**config.mk**
```make
export PLATFORM = sky130hd
export DESIGN_NAME = mem_arbiter_flat
export DESIGN_NICKNAME = d
export VERILOG_FILES = /design/src/rtl/mem_arb_pkg.sv /design/src/rtl/mem_arb_if.sv /design/src/rtl/mem_arb_timer.sv /design/src/rtl/mem_arbiter.sv /design/src/flat_wrapper.sv
export SDC_FILE = /design/constraint.sdc
export NUM_CORES = 1
export LEC_CHECK = 0
export ABC_CLOCK_PERIOD_IN_PS = 2000
export CAP_MARGIN = 5
export CORE_MARGIN = 2
export CORE_UTILIZATION = 43
export DETAILED_ROUTE_END_ITERATION = 8
export GPL_ROUTABILITY_DRIVEN = 0
export PLACE_DENSITY = 0.82
export SLEW_MARGIN = 20
export SYNTH_ARGS = -nofsm -noshare
export SYNTH_HDL_FRONTEND = slang
export SYNTH_SLANG_ARGS = --single-unit
```
**constraint.sdc**
```tcl
create_clock -name clk -period 2 [get_ports clk]
set_clock_uncertainty 0.15 [all_clocks]
set_input_delay 0.4 -clock clk [delete_from_list [all_inputs] [get_ports clk]]
set_output_delay 0.4 -clock clk [all_outputs]
set_load 0.02 [all_outputs]
```
**src/rtl/mem_arb_pkg.sv**
```systemverilog
// Shared types and constants for the unified-memory arbiter.
package mem_arb_pkg;

  typedef logic [1:0] arb_state_t;
  localparam arb_state_t IDLE  = 2'd0;
  localparam arb_state_t ISSUE = 2'd1;
  localparam arb_state_t WAIT  = 2'd2;
  localparam arb_state_t RESP  = 2'd3;

  typedef enum logic {
    OWN_INSTR = 1'b0,
    OWN_DATA  = 1'b1
  } arb_owner_t;

  localparam logic MEM_READ  = 1'b1;
  localparam logic MEM_WRITE = 1'b0;

endpackage

```
**src/rtl/mem_arb_if.sv**
```systemverilog
// Core fetch/data ports plus the memory-side bus of the arbiter, bundled as one interface.
interface mem_arb_if;
  logic        i_req;
  logic [31:0] i_addr;
  logic        i_ack;
  logic [31:0] i_rdata;
  logic        d_req;
  logic        d_rd_wr;
  logic [31:0] d_addr;
  logic [31:0] d_wdata;
  logic        d_ack;
  logic [31:0] d_rdata;
  logic        mem_en;
  logic        mem_rd_wr;
  logic [31:0] mem_addr;
  logic [31:0] mem_wdata;
  logic [31:0] mem_rdata;
  logic        busy;

  // Arbiter side.
  modport master (
    input  i_req, i_addr, d_req, d_rd_wr, d_addr, d_wdata, mem_rdata,
    output i_ack, i_rdata, d_ack, d_rdata, mem_en, mem_rd_wr, mem_addr, mem_wdata, busy
  );

  // Core and memory side.
  modport slave (
    output i_req, i_addr, d_req, d_rd_wr, d_addr, d_wdata, mem_rdata,
    input  i_ack, i_rdata, d_ack, d_rdata, mem_en, mem_rd_wr, mem_addr, mem_wdata, busy
  );
endinterface

```
**src/rtl/mem_arb_timer.sv**
```systemverilog
// Loadable 4-bit down-counter timing the memory WAIT phase; o_done flags a zero count.
module mem_arb_timer (
  input  logic       clk,
  input  logic       reset,
  input  logic       i_load,
  input  logic [3:0] i_load_val,
  input  logic       i_dec,
  output logic       o_done
);

  logic [3:0] r_count;

  always_ff @(posedge clk) begin
    if (reset) begin
      r_count <= 4'd0;
    end else if (i_load) begin
      r_count <= i_load_val;
    end else if (i_dec && (r_count != 4'd0)) begin
      r_count <= r_count - 4'd1;
    end
  end

  assign o_done = (r_count == 4'd0);

endmodule

```
**src/rtl/mem_arbiter.sv**
```systemverilog
// Arbitrates instruction and data ports onto one fixed-latency memory, data first with an
// anti-starvation counter. Define MEM_ARB_PERF_EN to add grant/stall performance counters.
module mem_arbiter
  import mem_arb_pkg::*;
#(
  parameter int unsigned MEM_LATENCY  = 2,
  parameter int unsigned STARVE_LIMIT = 4
) (
  input  logic        clk,
  input  logic        reset,
`ifdef MEM_ARB_PERF_EN
  output logic [31:0] perf_i_grants,
  output logic [31:0] perf_d_grants,
  output logic [31:0] perf_stall_cycles,
`endif
  mem_arb_if.master   bus
);

  localparam logic [3:0] LAT_LOAD   = 4'(MEM_LATENCY - 1);
  localparam logic [3:0] STARVE_MAX = 4'(STARVE_LIMIT);

  arb_state_t  r_state;
  arb_owner_t  r_owner;
  logic [3:0]  r_starve;
  logic        r_i_ack;
  logic        r_d_ack;
  logic        r_mem_en;
  logic        r_mem_rd_wr;
  logic [31:0] r_i_rdata;
  logic [31:0] r_d_rdata;
  logic [31:0] r_mem_addr;
  logic [31:0] r_mem_wdata;
  logic        w_grant_d;
  logic        w_grant_i;
  logic        w_timer_done;

  // Grants are only acted on in IDLE; data wins unless instruction has been starved.
  always_comb begin
    w_grant_d = bus.d_req && !(bus.i_req && (r_starve == STARVE_MAX));
    w_grant_i = bus.i_req && !w_grant_d;
  end

  mem_arb_timer u_timer (
    .clk        (clk),
    .reset      (reset),
    .i_load     (r_state == ISSUE),
    .i_load_val (LAT_LOAD),
    .i_dec      (r_state == WAIT),
    .o_done     (w_timer_done)
  );

  always_ff @(posedge clk) begin
    if (reset) begin
      r_state     <= IDLE;
      r_owner     <= OWN_INSTR;
      r_starve    <= 4'd0;
      r_i_ack     <= 1'b0;
      r_d_ack     <= 1'b0;
      r_mem_en    <= 1'b0;
      r_mem_rd_wr <= MEM_READ;
      r_i_rdata   <= 32'd0;
      r_d_rdata   <= 32'd0;
      r_mem_addr  <= 32'd0;
      r_mem_wdata <= 32'd0;
    end else begin
      r_mem_en <= 1'b0;
      r_i_ack  <= 1'b0;
      r_d_ack  <= 1'b0;
      case (r_state)
        IDLE: begin
          if (w_grant_d) begin
            r_state     <= ISSUE;
            r_owner     <= OWN_DATA;
            r_mem_en    <= 1'b1;
            r_mem_addr  <= bus.d_addr;
            r_mem_wdata <= bus.d_wdata;
            r_mem_rd_wr <= bus.d_rd_wr;
            if (bus.i_req && (r_starve != STARVE_MAX)) begin
              r_starve <= r_starve + 4'd1;
            end
          end else if (w_grant_i) begin
            r_state     <= ISSUE;
            r_owner     <= OWN_INSTR;
            r_mem_en    <= 1'b1;
            r_mem_addr  <= bus.i_addr;
            r_mem_rd_wr <= MEM_READ;
            r_starve    <= 4'd0;
          end
        end
        ISSUE: r_state <= WAIT;
        WAIT: begin
          if (w_timer_done) begin
            r_state <= RESP;
            if (r_owner == OWN_INSTR) begin
              r_i_ack   <= 1'b1;
              r_i_rdata <= bus.mem_rdata;
            end else begin
              r_d_ack <= 1'b1;
              if (r_mem_rd_wr == MEM_READ) begin
                r_d_rdata <= bus.mem_rdata;
              end
            end
          end
        end
        default: begin
          r_state     <= IDLE;
          r_mem_rd_wr <= MEM_READ;
        end
      endcase
    end
  end

  assign bus.i_ack     = r_i_ack;
  assign bus.i_rdata   = r_i_rdata;
  assign bus.d_ack     = r_d_ack;
  assign bus.d_rdata   = r_d_rdata;
  assign bus.mem_en    = r_mem_en;
  assign bus.mem_rd_wr = r_mem_rd_wr;
  assign bus.mem_addr  = r_mem_addr;
  assign bus.mem_wdata = r_mem_wdata;
  assign bus.busy      = (r_state != IDLE);

`ifdef MEM_ARB_PERF_EN
  logic        w_stall;
  logic [31:0] r_perf_i;
  logic [31:0] r_perf_d;
  logic [31:0] r_perf_stall;

  // A request stalls whenever it is high but its port does not currently own the memory.
  always_comb begin
    w_stall = (bus.i_req && !((r_state != IDLE) && (r_owner == OWN_INSTR))) ||
              (bus.d_req && !((r_state != IDLE) && (r_owner == OWN_DATA)));
  end

  always_ff @(posedge clk) begin
    if (reset) begin
      r_perf_i     <= 32'd0;
      r_perf_d     <= 32'd0;
      r_perf_stall <= 32'd0;
    end else begin
      if ((r_state == IDLE) && w_grant_i) r_perf_i <= r_perf_i + 32'd1;
      if ((r_state == IDLE) && w_grant_d) r_perf_d <= r_perf_d + 32'd1;
      if (w_stall) r_perf_stall <= r_perf_stall + 32'd1;
    end
  end

  assign perf_i_grants     = r_perf_i;
  assign perf_d_grants     = r_perf_d;
  assign perf_stall_cycles = r_perf_stall;
`endif

endmodule

```
**src/flat_wrapper.sv**
```systemverilog
// flat-port wrapper written by rule: the top's interface ports become plain ports
module mem_arbiter_flat import mem_arb_pkg::*;
#(
  parameter int unsigned MEM_LATENCY  = 2,
  parameter int unsigned STARVE_LIMIT = 4
)
  (clk, reset, bus_i_req, bus_i_addr, bus_d_req, bus_d_rd_wr, bus_d_addr, bus_d_wdata, bus_mem_rdata, bus_i_ack, bus_i_rdata, bus_d_ack, bus_d_rdata, bus_mem_en, bus_mem_rd_wr, bus_mem_addr, bus_mem_wdata, bus_busy);
  mem_arb_if bus_i ();
  input  logic clk;
  input  logic reset;
  input wire logic [$bits(bus_i.i_req)-1:0] bus_i_req;
  input wire logic [$bits(bus_i.i_addr)-1:0] bus_i_addr;
  input wire logic [$bits(bus_i.d_req)-1:0] bus_d_req;
  input wire logic [$bits(bus_i.d_rd_wr)-1:0] bus_d_rd_wr;
  input wire logic [$bits(bus_i.d_addr)-1:0] bus_d_addr;
  input wire logic [$bits(bus_i.d_wdata)-1:0] bus_d_wdata;
  input wire logic [$bits(bus_i.mem_rdata)-1:0] bus_mem_rdata;
  output wire logic [$bits(bus_i.i_ack)-1:0] bus_i_ack;
  output wire logic [$bits(bus_i.i_rdata)-1:0] bus_i_rdata;
  output wire logic [$bits(bus_i.d_ack)-1:0] bus_d_ack;
  output wire logic [$bits(bus_i.d_rdata)-1:0] bus_d_rdata;
  output wire logic [$bits(bus_i.mem_en)-1:0] bus_mem_en;
  output wire logic [$bits(bus_i.mem_rd_wr)-1:0] bus_mem_rd_wr;
  output wire logic [$bits(bus_i.mem_addr)-1:0] bus_mem_addr;
  output wire logic [$bits(bus_i.mem_wdata)-1:0] bus_mem_wdata;
  output wire logic [$bits(bus_i.busy)-1:0] bus_busy;
  assign bus_i.i_req = bus_i_req;
  assign bus_i.i_addr = bus_i_addr;
  assign bus_i.d_req = bus_d_req;
  assign bus_i.d_rd_wr = bus_d_rd_wr;
  assign bus_i.d_addr = bus_d_addr;
  assign bus_i.d_wdata = bus_d_wdata;
  assign bus_i.mem_rdata = bus_mem_rdata;
  assign bus_i_ack = bus_i.i_ack;
  assign bus_i_rdata = bus_i.i_rdata;
  assign bus_d_ack = bus_i.d_ack;
  assign bus_d_rdata = bus_i.d_rdata;
  assign bus_mem_en = bus_i.mem_en;
  assign bus_mem_rd_wr = bus_i.mem_rd_wr;
  assign bus_mem_addr = bus_i.mem_addr;
  assign bus_mem_wdata = bus_i.mem_wdata;
  assign bus_busy = bus_i.busy;
  mem_arbiter #(.MEM_LATENCY(MEM_LATENCY), .STARVE_LIMIT(STARVE_LIMIT)) u_core (.clk(clk), .reset(reset), .bus(bus_i));
endmodule
```
-- Yosys cells after proc, flatten, opt, wreduce, memory -nomap -nowiden
Cells that the tools add are included.
- word-level logic and storage cells: 71
- register bits after elaboration: 143
- input port bits: 133
- eq/ne operators: 7
- bitwise operators: 5
- reduce and logical (&&, ||, !) cells: 24
- muxes and demuxes: 20
- $add $sub $neg: 2
- operators by type and width (cell ; count):
    $mux W32 ; 2
    $mux W4 ; 3
    $mux W1 ; 10
    $reduce_and A2 Y1 ; 4
    $mux W2 ; 3
    $pmux W2 S3 ; 1
    $reduce_and A3 Y1 ; 2
    $reduce_bool A2 Y1 ; 3
    $reduce_or A2 Y1 ; 3
    $logic_and A1 B1 Y1 ; 5
    $not A1 Y1 ; 5
    $add A4 B1 Y4 const B ; 1
    $eq A4 B3 Y1 const B ; 1
    $logic_not A4 Y1 ; 1
    $ne A4 B3 Y1 const B ; 1
    $reduce_and A4 Y1 ; 1
    $reduce_bool A4 Y1 ; 1
    $sub A4 B1 Y4 const B ; 1
    $ne A3 B1 Y1 const B ; 1
    $reduce_or A3 Y1 ; 1
    $eq A2 B1 Y1 const B ; 1
    $eq A2 B2 Y1 const B ; 1
    $logic_not A1 Y1 ; 2
    $logic_not A2 Y1 ; 1
    3 further kinds ; 3

-- Depth between registers and ports, before layout
Gate-level depths: netlist of the first run.
- word-level depth: 9
- mapped depth: 8

-- Cells and area by module
Synthesis of the first run repeated with hierarchy kept, for this count alone.
- cell total of the unflattened synthesis: 716
- area total of the unflattened synthesis: 5851.9 um^2
- modules (own cells, without submodules) (module ; area an instance (um^2) ; cells each ; times used ; sequential area each (um^2)):
    mem_arbiter ; 5589.1 ; 687 ; 1 ; 2782.7
    mem_arb_timer ; 262.8 ; 29 ; 1 ; 80.1

-- Least setup slack after synthesis of the first run
No wires, ideal clock.
- path kind: register -> register
- from: reg u_core.r_state[0]
- to: reg u_core.r_i_rdata[22], in the netlist u_core.bus.i_rdata[22]
- buffers on the path: 3
- library setup time: 0.072 ns
- cell stages (with the launch flop): 9
- clock period less this slack: 1.818 ns
- setup slack: 0.182 ns
- data arrival time: 1.596 ns
- required time: 1.778 ns
- path through: dfxtp_1 > inv_1 > ha_1 > buf_2 > and4bb_2 > nand2b_1 > buf_2 > buf_2 > mux2i_1
- longest elaborated chain between the ends: 2
- RTL lines (what ; line ; RTL):
    from (decl) ; mem_arbiter.sv:22 ; arb_state_t r_state;
    from (signal assigned) ; mem_arbiter.sv:54 ; r_state <= IDLE;
    from (signal assigned) ; mem_arbiter.sv:72 ; r_state <= ISSUE;
    from (signal assigned) ; mem_arbiter.sv:82 ; r_state <= ISSUE;
    $eq A2 B2 Y1 ; mem_arbiter.sv:69 ; case (r_state)
    $reduce_and A3 Y1 (no line) ; - ;
    to (signal assigned) ; mem_arbiter.sv:96 ; r_i_rdata <= bus.mem_rdata;
    to (decl) ; mem_arbiter.sv:29 ; logic [31:0] r_i_rdata;
No other way between the ends.
A chain may end at the register's enable or synchronous reset.

-- Worst setup path after layout of the first run
- from: reg u_core.r_mem_addr[9], in the netlist u_core.bus.mem_addr[9]
- to: out bus_mem_addr[9]
- RTL lines (what ; line ; RTL):
    from (decl) ; mem_arbiter.sv:31 ; logic [31:0] r_mem_addr;
    from (signal assigned) ; mem_arbiter.sv:75 ; r_mem_addr <= bus.d_addr;
    from (signal assigned) ; mem_arbiter.sv:85 ; r_mem_addr <= bus.i_addr;
    to (decl) ; flat_wrapper.sv:24 ; output wire logic [$bits(bus_i.mem_addr)-1:0] bus_mem_addr;
No word-level cell between the ends.

==> results.rst, run 1 <==
.. list-table::
   :header-rows: 1

   * - Metric
     - Value
   * - Worst slew margin relative to its limit
     - 0.692
   * - Master of the slowest instance on the critical path
     - clkdlybuf4s50_1
   * - Transition at the pin with the smallest max-transition slack
     - about 0.46 ns
   * - Post-synthesis to final-layout area growth
     - 58.2%
   * - Synth async-reset ratio
     - 0
   * - Total Power Consumption
     - ~0.011 W
   * - Post-route met1 wirelength
     - 7970 um
   * - Number of search-and-repair iterations in the first detailed-routing pass
     - 6
   * - Total number of clock tree sinks
     - between 100 and 150
   * - Top-count cell post-synth
     - dfxtp_1
   * - # hold bufs at CTS
     - 0
   * - Height of the die
     - 124 um
   * - Cell depth of the worst flop-to-flop path
     - 5
   * - Worst hold-check slack
     - 0.282 ns
   * - Cell Chain, Critical Path
     - clkdlybuf4s50_1
   * - Average cell area after synthesis
     - 9.26 um^2
   * - Vias in the first global route
     - roughly 5800
   * - Worst Hold Launch
     - bus_d_req
   * - Worst slack at placement
     - -0.164 ns
   * - Number of pins exceeding their max-slew limit in the final report
     - 0
   * - Global routing usage summed across all routing layers
     - 0.241
   * - Most area-hungry cell type in the Yosys netlist
     - dfxtp_1
   * - Detailed-route wire length per cell
     - between 15 and 20 um
   * - Yosys cell types
     - 39
   * - Synth Cell Area
     - a little over 6000 um^2
   * - Die footprint
     - between 15000 and 20000 um^2
   * - Number of cells on the worst hold path
     - 4
   * - Die width
     - 124 um
   * - Critical Setup Path Class
     - reg2out
   * - Delay-heaviest family, CP
     - buffers and inverters
   * - Final critical-path required period
     - around 2.0 ns
   * - Kind of launch point of the worst setup path
     - flop
   * - Initial antenna violation count
     - 0
   * - Top achievable clock speed
     - about 510 MHz
   * - Core region area
     - about 14000 um^2
   * - Flop2flop setup slack
     - ~0.070 ns
   * - Reg-to-reg critical path endpoint
     - u_core.r_starve[3]
   * - CTS tree
     - done
   * - Run status
     - complete, no violations
   * - Residual DRC
     - 0
   * - Post-DRT Antenna Nets
     - 0
   * - Sequential cell fraction of total power
     - 0.341
   * - Global-route wire length before repair
     - ~30000 um
   * - Final setup viols
     - 0
   * - Most common library cells after synthesis
     - dfxtp_1 (143), nand2b_1 (99), mux2i_1 (66), clkbuf_1 (52), nor2_1 (39)
   * - Violation count after the first detailed-routing iteration
     - 373
   * - Number of nets in the synthesized netlist
     - 810
   * - Nets@finish
     - approximately 1100
   * - Number of filler cells placed in the layout
     - 1089
   * - Proportion of synthesized chip area in sequential cells
     - 0.461
   * - WP data arrival
     - between 1 and 1.5 ns
   * - Pwr/cell area
     - between 1000 and 1500 nW/um^2
   * - Post-route core utilization
     - 0.703
   * - Footprint of the multi-input gates
     - between 3000 and 4000 um^2
   * - Leak pwr
     - roughly 3.8 nW
   * - Detailed-routed wire length on met2
     - between 9000 and 10000 um
   * - Switching power
     - approximately 0.0036 W
   * - Initial Utilization
     - 0.444
   * - Fraction of power consumed by the clock network
     - 0.295
   * - Clock Path Buffers
     - 2
   * - Final period utilization
     - 0.982
   * - Cells after Synth
     - around 670
   * - Post-detail-place hpwl
     - around 13000 um
   * - Cell area after layout
     - slightly below 10000 um^2
   * - Ratio of cells with drive above 1 in the final layout
     - 0.0823
   * - Number of levels in the clock H-tree
     - 4
   * - Mean number of vias per cell
     - approximately 5.4
   * - Most used flip-flop cell after synthesis
     - dfxtp_1
   * - Inserted Diodes
     - 0
   * - Hold crit path type
     - in2reg
   * - GRT overflow
     - 0
   * - Largest driver fanout on the critical path
     - 2
   * - Number of placement rows
     - 43
   * - Number of enable-type register cells in the synthesized netlist
     - 0
   * - Register bit total from synthesis
     - 143
   * - Internal portion of total power
     - approximately 0.0073 W
   * - Clk pin slew, worst setup/hold paths
     - around 0.06 ns
   * - Yosys warning total
     - 0
   * - Hold worst-path end
     - u_core.r_starve[3]
   * - Maximum cell stage delay along the critical path
     - about 0.66 ns
   * - Fraction of synthesized cell area taken by the top area cell type
     - 0.461
   * - TritonCTS Buffers
     - 17
   * - Total Wirelength
     - roughly 19000 um
   * - Pin count of the biggest net entering global routing
     - between 40 and 50
   * - Bufs and invs on worst path
     - 1
   * - Number of buffer cells added on primary ports
     - about 270
   * - Maximum vdd drop
     - ~0.64 mV
   * - Hold violation count in the final report
     - 0
   * - Later-pin clock latency in the skew report
     - ~0.43 ns
   * - Total number of vias
     - between 6000 and 7000
   * - Sequential Area
     - ~2900 um^2
   * - Met3 Wirelength
     - between 1500 and 2000 um
   * - Crit path required time
     - between 1 and 1.5 ns
   * - R2R Path Start
     - u_core.r_starve[0]
   * - Cell types with the largest area share after synthesis
     - dfxtp_1 (46%), mux2i_1 (11%), nand2b_1 (10%)
   * - Critical path capture point type
     - primary output
   * - Max cap viols
     - 0
   * - Worst setup slack after layout
     - about 0.037 ns
   * - Share of total power in combinational logic
     - 0.364
   * - CTS Root Cell
     - clkbuf_16
   * - Placed standard-cell area
     - between 9000 and 10000 um^2
   * - Highest metal layer used by the detailed router
     - met4
   * - Switching part of the total power
     - 0.331
   * - I/O pin total
     - around 270
cell usage in the layout, fill, tap and decap left out, drive strengths merged, types with 3 or more instances in the layout:
cell / Yosys / routed
mux2i: 66 / 66
and4b: 2 / 3
nand4: 35 / 35
nand3: 35 / 35
nand2: 7 / 7
dfxtp: 143 / 143
clkinv: 0 / 4
nor3: 3 / 3
ha: 6 / 6
o21ai: 33 / 33
nand4b: 3 / 3
inv: 8 / 8
nor2: 39 / 39
bufinv: 0 / 3
dlymetal6s2s: 0 / 3
buf: 20 / 44
a21oi: 35 / 35
clkdlybuf4s50: 0 / 257
a311oi: 32 / 32
nand2b: 99 / 99
clkbuf: 52 / 23
o31ai: 32 / 32
worst reg2reg max path, stage by stage, from the launching register on:
cell     delay (ns)
dfxtp_1        0.38
inv_1          0.08
ha_1           0.26
and4b_4        0.31
or4_1          0.52
a31oi_1        0.16
worst max-delay path by stage:
stage / start / to / cells after the start
floorplan: u_core.r_state[0] / u_core.bus.i_rdata[22] / 8
global placement: bus_i_req / u_core.bus.mem_wdata[30] / 5
detailed placement: bus_i_req / u_core.bus.mem_addr[2] / 4
CTS: u_core.bus.mem_addr[5] / bus_mem_addr[5] / 1
global route: u_core.r_starve[0] / u_core.r_starve[3] / 5
finish: u_core.bus.mem_addr[9] / bus_mem_addr[9] / 1
power groups by stage:
stage          clock (W)  combinational (W)  sequential (W)
2_1_floorplan          0            0.00151         0.00437
3_3_place_gp           0            0.00392         0.00374
3_5_place_dp           0            0.00396         0.00376
4_1_cts          0.00325            0.00397         0.00371
5_1_grt          0.00337            0.00420         0.00378
6_report         0.00321            0.00396         0.00371
routing by layer:
metal,vias up,GRT usage
met5,-,0
met4,0,0.0899
met3,44,0.0899
met2,254,0.386
met1,2802,0.295
li1,2927,-
stage by stage:
step                      setup TNS (ns)  std cells
after global routing           -0.000998       1116
final                                  0       1116
after CTS                              0       1111
after floorplan                        0        671
after global placement             -4.51       1081
after detailed placement           -6.57       1081
cell type report:
type | instances | share of cell area
timing repair buffer | 306 | 0.316
multi-input combinational | 449 | 0.307
sequential | 143 | 0.291
clock buffer | 23 | 0.0486
tap | 180 | 0.0229
clock inverter | 7 | 0.0112
inverter | 8 | 0.00305
registers in the layout, indices dropped and copies added (netlist names):
register / cells
u_core.bus.mem_en: 1
u_core.r_owner: 1
u_core.bus.d_rdata: 32
u_core.bus.mem_wdata: 32
u_core.bus.mem_addr: 32
u_core.bus.d_ack: 1
u_core.bus.i_rdata: 32
u_core.u_timer.r_count: 4
u_core.bus.i_ack: 1
u_core.bus.mem_rd_wr: 1
u_core.r_starve: 4
u_core.r_state: 2
timing repair:
action / in CTS / in global routing
hold endpoints to repair: 0 / 0
resized for setup: 6 / 3
setup buffers: 0 / 4
setup endpoints to repair: 3 / 11
cloned: 0 / 1
cells by family after synthesis:
family | count (synthesis) | synth area share
multiplexers | 66 | 0.106
XOR/XNOR | 1 | 0.00141
buffers and inverters | 80 | 0.0556
AO/OA/AOI/OAI | 142 | 0.150
flip-flops | 143 | 0.461
adder cells (fa/ha/maj) | 6 | 0.0121
AND/OR/NAND/NOR | 233 | 0.213
Power figures use the tool's default switching activity.
==> inputs of run 2 (changes only) <==
--- a/config.mk
+++ b/config.mk
@@ -8,10 +8,11 @@
 export ABC_CLOCK_PERIOD_IN_PS = 2000
 export CAP_MARGIN = 5
 export CORE_MARGIN = 2
-export CORE_UTILIZATION = 43
+export CORE_UTILIZATION = 44
+export CTS_BUF_LIST = sky130_fd_sc_hd__clkbuf_8
 export DETAILED_ROUTE_END_ITERATION = 8
 export GPL_ROUTABILITY_DRIVEN = 0
-export PLACE_DENSITY = 0.82
+export PLACE_DENSITY = 0.84
 export SLEW_MARGIN = 20
 export SYNTH_ARGS = -nofsm -noshare
 export SYNTH_HDL_FRONTEND = slang
==> run 2 against run 1 <==
  * Cell area decreased by 1.3%
  * Fmax about the same
  * Die area decreased by 2.2%
  * Critical path type unchanged
  * Count of clock-buffer cells in the layout decreased by 2
  * Via count decreased by 1.7%
  * First-iteration DRC count increased by 6.4%
  * Setup slack improved by 0.00064 ns
  * Register-to-register slack improved by 0.04 ns
  * Combinational power about the same
  * Hold slack got worse by 0.11 ns
  * Sequential cell count unchanged
  * Sequential power about the same
  * Largest cell class unchanged
==> results.rst, run 2 (synthesis gave the netlist of run 1 again) <==
.. list-table::
   :header-rows: 1

   * - Metric
     - Value
   * - Global routing usage summed across all routing layers
     - 0.234 (was 0.241)
   * - Die footprint
     - 15100 um^2 (was 15400 um^2)
   * - Crit path required time
     - 1.45 ns (about the same)
   * - Total Wirelength
     - 18400 um (was 19300 um)
   * - Residual DRC
     - 0 (unchanged)
   * - Post-detail-place hpwl
     - 12500 um (was 13200 um)
   * - Violation count after the first detailed-routing iteration
     - 397 (was 373)
   * - Final critical-path required period
     - 1.96 ns (about the same)
   * - Met2 GRT Util
     - 0.377 (was 0.386)
   * - Clk pin slew, worst setup/hold paths
     - 0.08 ns (was 0.06 ns)
   * - WP data arrival
     - 1.41 ns (about the same)
   * - Kind of launch point of the worst setup path
     - flop (unchanged)
   * - Inserted Diodes
     - 0 (unchanged)
   * - Final period utilization
     - 0.981 (was 0.982)
   * - Critical path capture point type
     - primary output (unchanged)
   * - Top achievable clock speed
     - 510 MHz (was 509 MHz)
   * - Hold crit path type
     - in2reg (unchanged)
   * - Number of pins exceeding their max-slew limit in the final report
     - 0 (unchanged)
   * - Highest-count cells in the layout ignoring fill and taps
     - clkdlybuf4s50_1 (171), dfxtp_1 (142), nand2b_1 (98) (was clkdlybuf4s50_1 (257), dfxtp_1 (143), nand2b_1 (98))
   * - I/O pin total
     - 266 (unchanged)
   * - Critical Setup Path Class
     - reg2out (unchanged)
   * - Height of the die
     - 123 um (was 124 um)
   * - Pwr/cell area
     - 1040 nW/um^2 (was 1110 nW/um^2)
   * - Met3 layer usage reported by global route
     - 0.0888 (was 0.0899)
   * - CTS Root Cell
     - clkbuf_8 (was clkbuf_16)
   * - Maximum cell stage delay along the critical path
     - 0.63 ns (was 0.66 ns)
   * - Master of the slowest instance on the critical path
     - clkdlybuf4s50_1 (unchanged)
   * - CTS tree
     - done (unchanged)
   * - Transition at the pin with the smallest max-transition slack
     - 0.483 ns (was 0.462 ns)
   * - Hold violation count in the final report
     - 0 (unchanged)
   * - Initial Utilization
     - 0.449 (was 0.444)
   * - Total number of clock tree sinks
     - 143 (unchanged)
   * - Post-CTS resize count
     - 17 (was 6)
   * - Core region area
     - 13800 um^2 (was 14000 um^2)
   * - # hold bufs at CTS
     - 0 (unchanged)
   * - Mean number of vias per cell
     - 5.38 (was 5.40)
   * - Total setup buffers inserted after CTS
     - 0 (unchanged)
   * - Run status
     - complete, no violations (unchanged)
   * - Post-synthesis to final-layout area growth
     - 56.2% (was 58.2%)
   * - Met1 track demand over resource
     - 0.284 (was 0.295)
   * - Cell total after placement
     - 1069 (was 1081)
   * - Final setup viols
     - 0 (unchanged)
   * - TritonCTS Buffers
     - 17 (unchanged)
   * - Number of search-and-repair iterations in the first detailed-routing pass
     - 5 (was 6)
   * - Busiest metal layer after global routing
     - met2 (unchanged)
   * - Number of buffer cells added on primary ports
     - 265 (unchanged)
   * - Cell Chain, Critical Path
     - clkdlybuf4s50_1 (unchanged)
   * - Global-route wire length before repair
     - 27900 um (was 30300 um)
   * - Max cap viols
     - 0 (unchanged)
   * - Detailed-route wire length per cell
     - 16.7 um (was 17.3 um)
   * - GRT overflow
     - 0 (unchanged)
   * - Worst slew margin relative to its limit
     - 0.678 (was 0.692)
   * - Later-pin clock latency in the skew report
     - 0.44 ns (was 0.43 ns)
   * - Nets@finish
     - 1047 (was 1064)
   * - Total Power Consumption
     - 0.0101 W (was 0.0109 W)
   * - Post-route core utilization
     - 0.702 (was 0.703)
   * - Pin count of the biggest net entering global routing
     - 65 (was 49)
   * - Number of levels in the clock H-tree
     - 4 (unchanged)
   * - Total number of vias
     - 5927 (was 6027)
   * - Die width
     - 123 um (was 124 um)
   * - Leak pwr
     - 4.97 nW (was 3.82 nW)
   * - Clock Path Buffers
     - 2 (unchanged)
   * - Number of placement rows
     - 43 (unchanged)
   * - RSZ-0062 raised after global routing
     - false
   * - Number of standard cells in the final layout excluding fillers
     - 1101 (was 1116)
   * - Bufs and invs on worst path
     - 1 (unchanged)
   * - Vias in the first global route
     - 5544 (was 5810)
   * - Initial antenna violation count
     - 0 (unchanged)
   * - Post-DRT Antenna Nets
     - 0 (unchanged)
   * - Most frequent standard cell in the layout excluding fill and tap cells
     - clkdlybuf4s50_1 (unchanged)
   * - Ratio of cells with drive above 1 in the final layout
     - 0.0717 (was 0.0823)
   * - Number of filler cells placed in the layout
     - 1062 (was 1089)
   * - Delay-heaviest family, CP
     - buffers and inverters (unchanged)
   * - Maximum vdd drop
     - 0.540 mV (was 0.642 mV)
   * - Largest driver fanout on the critical path
     - 2 (unchanged)
==> run 2: final timing paths <==
kind / from / endpoint / slack (ns) / cells after the start
max: u_core.bus.mem_addr[9] / bus_mem_addr[9] / 0.04 / 1
min: bus_d_req / u_core.r_starve[0] / 0.17 / 3
max reg2reg: u_core.r_starve[1] / u_core.r_starve[3] / 0.11 / 5
min reg2reg: u_core.bus.mem_wdata[6] / u_core.bus.mem_wdata[6] / 0.32 / 2
==> run 2: per-layer routing <==
metal / part of all wire / vias to the layer above / wire (um)
met5: 0 / - / 0
met4: 0.021 / 0 / 378
met3: 0.090 / 30 / 1660
met2: 0.48 / 230 / 8760
met1: 0.41 / 2777 / 7590
li1: - / 2890 / -
==> run 2: where the power goes <==
| group | internal (W) | total (W) | leakage, nW | switching (W) |
|---|---|---|---|---|
| logic | 0.00181 | 0.00394 | 3.59 | 0.00213 |
| registers | 0.00341 | 0.00369 | 1.17 | 0.000288 |
| clock network | 0.00136 | 0.00245 | 0.219 | 0.00109 |
| total | 0.00657 | 0.0101 | 4.97 | 0.00351 |
==> run 2: final cells by class <==
type	instances	area, um^2	share of cell area
Sequential cell	143	2860	0.295
Inverter	8	30.0	0.00309
Clock inverter	11	138	0.0142
Clock buffer	21	289	0.0298
Multi-Input combinational cell	448	3020	0.311
Tap cell	180	225	0.0232
Timing Repair Buffer	290	3140	0.323
==> run 2: metrics by stage <==
step	instance area, um^2	hold slack, ns	TNS (ns)	setup slack [ns]
floorplan	6210	0.276	0	0.182
global placement	9090	0.303	-5.15	-0.128
detailed placement	9090	0.313	-7.41	-0.181
CTS	9490	0.139	0	0.00153
global route	9700	0.179	0	0.0000914
finish	9700	0.174	0	0.0374
==> run 2: worst register-to-register path, delay by kind of cell, from the launching register on <==
| family | cells | cell delay, ns |
|---|---|---|
| adders and majority gates | 1 | 0.20 |
| DFF | 1 | 0.38 |
| buffers and inverters | 1 | 0.06 |
| and+or+nand+nor | 2 | 0.88 |
| AOI/OAI and AO/OA | 1 | 0.16 |
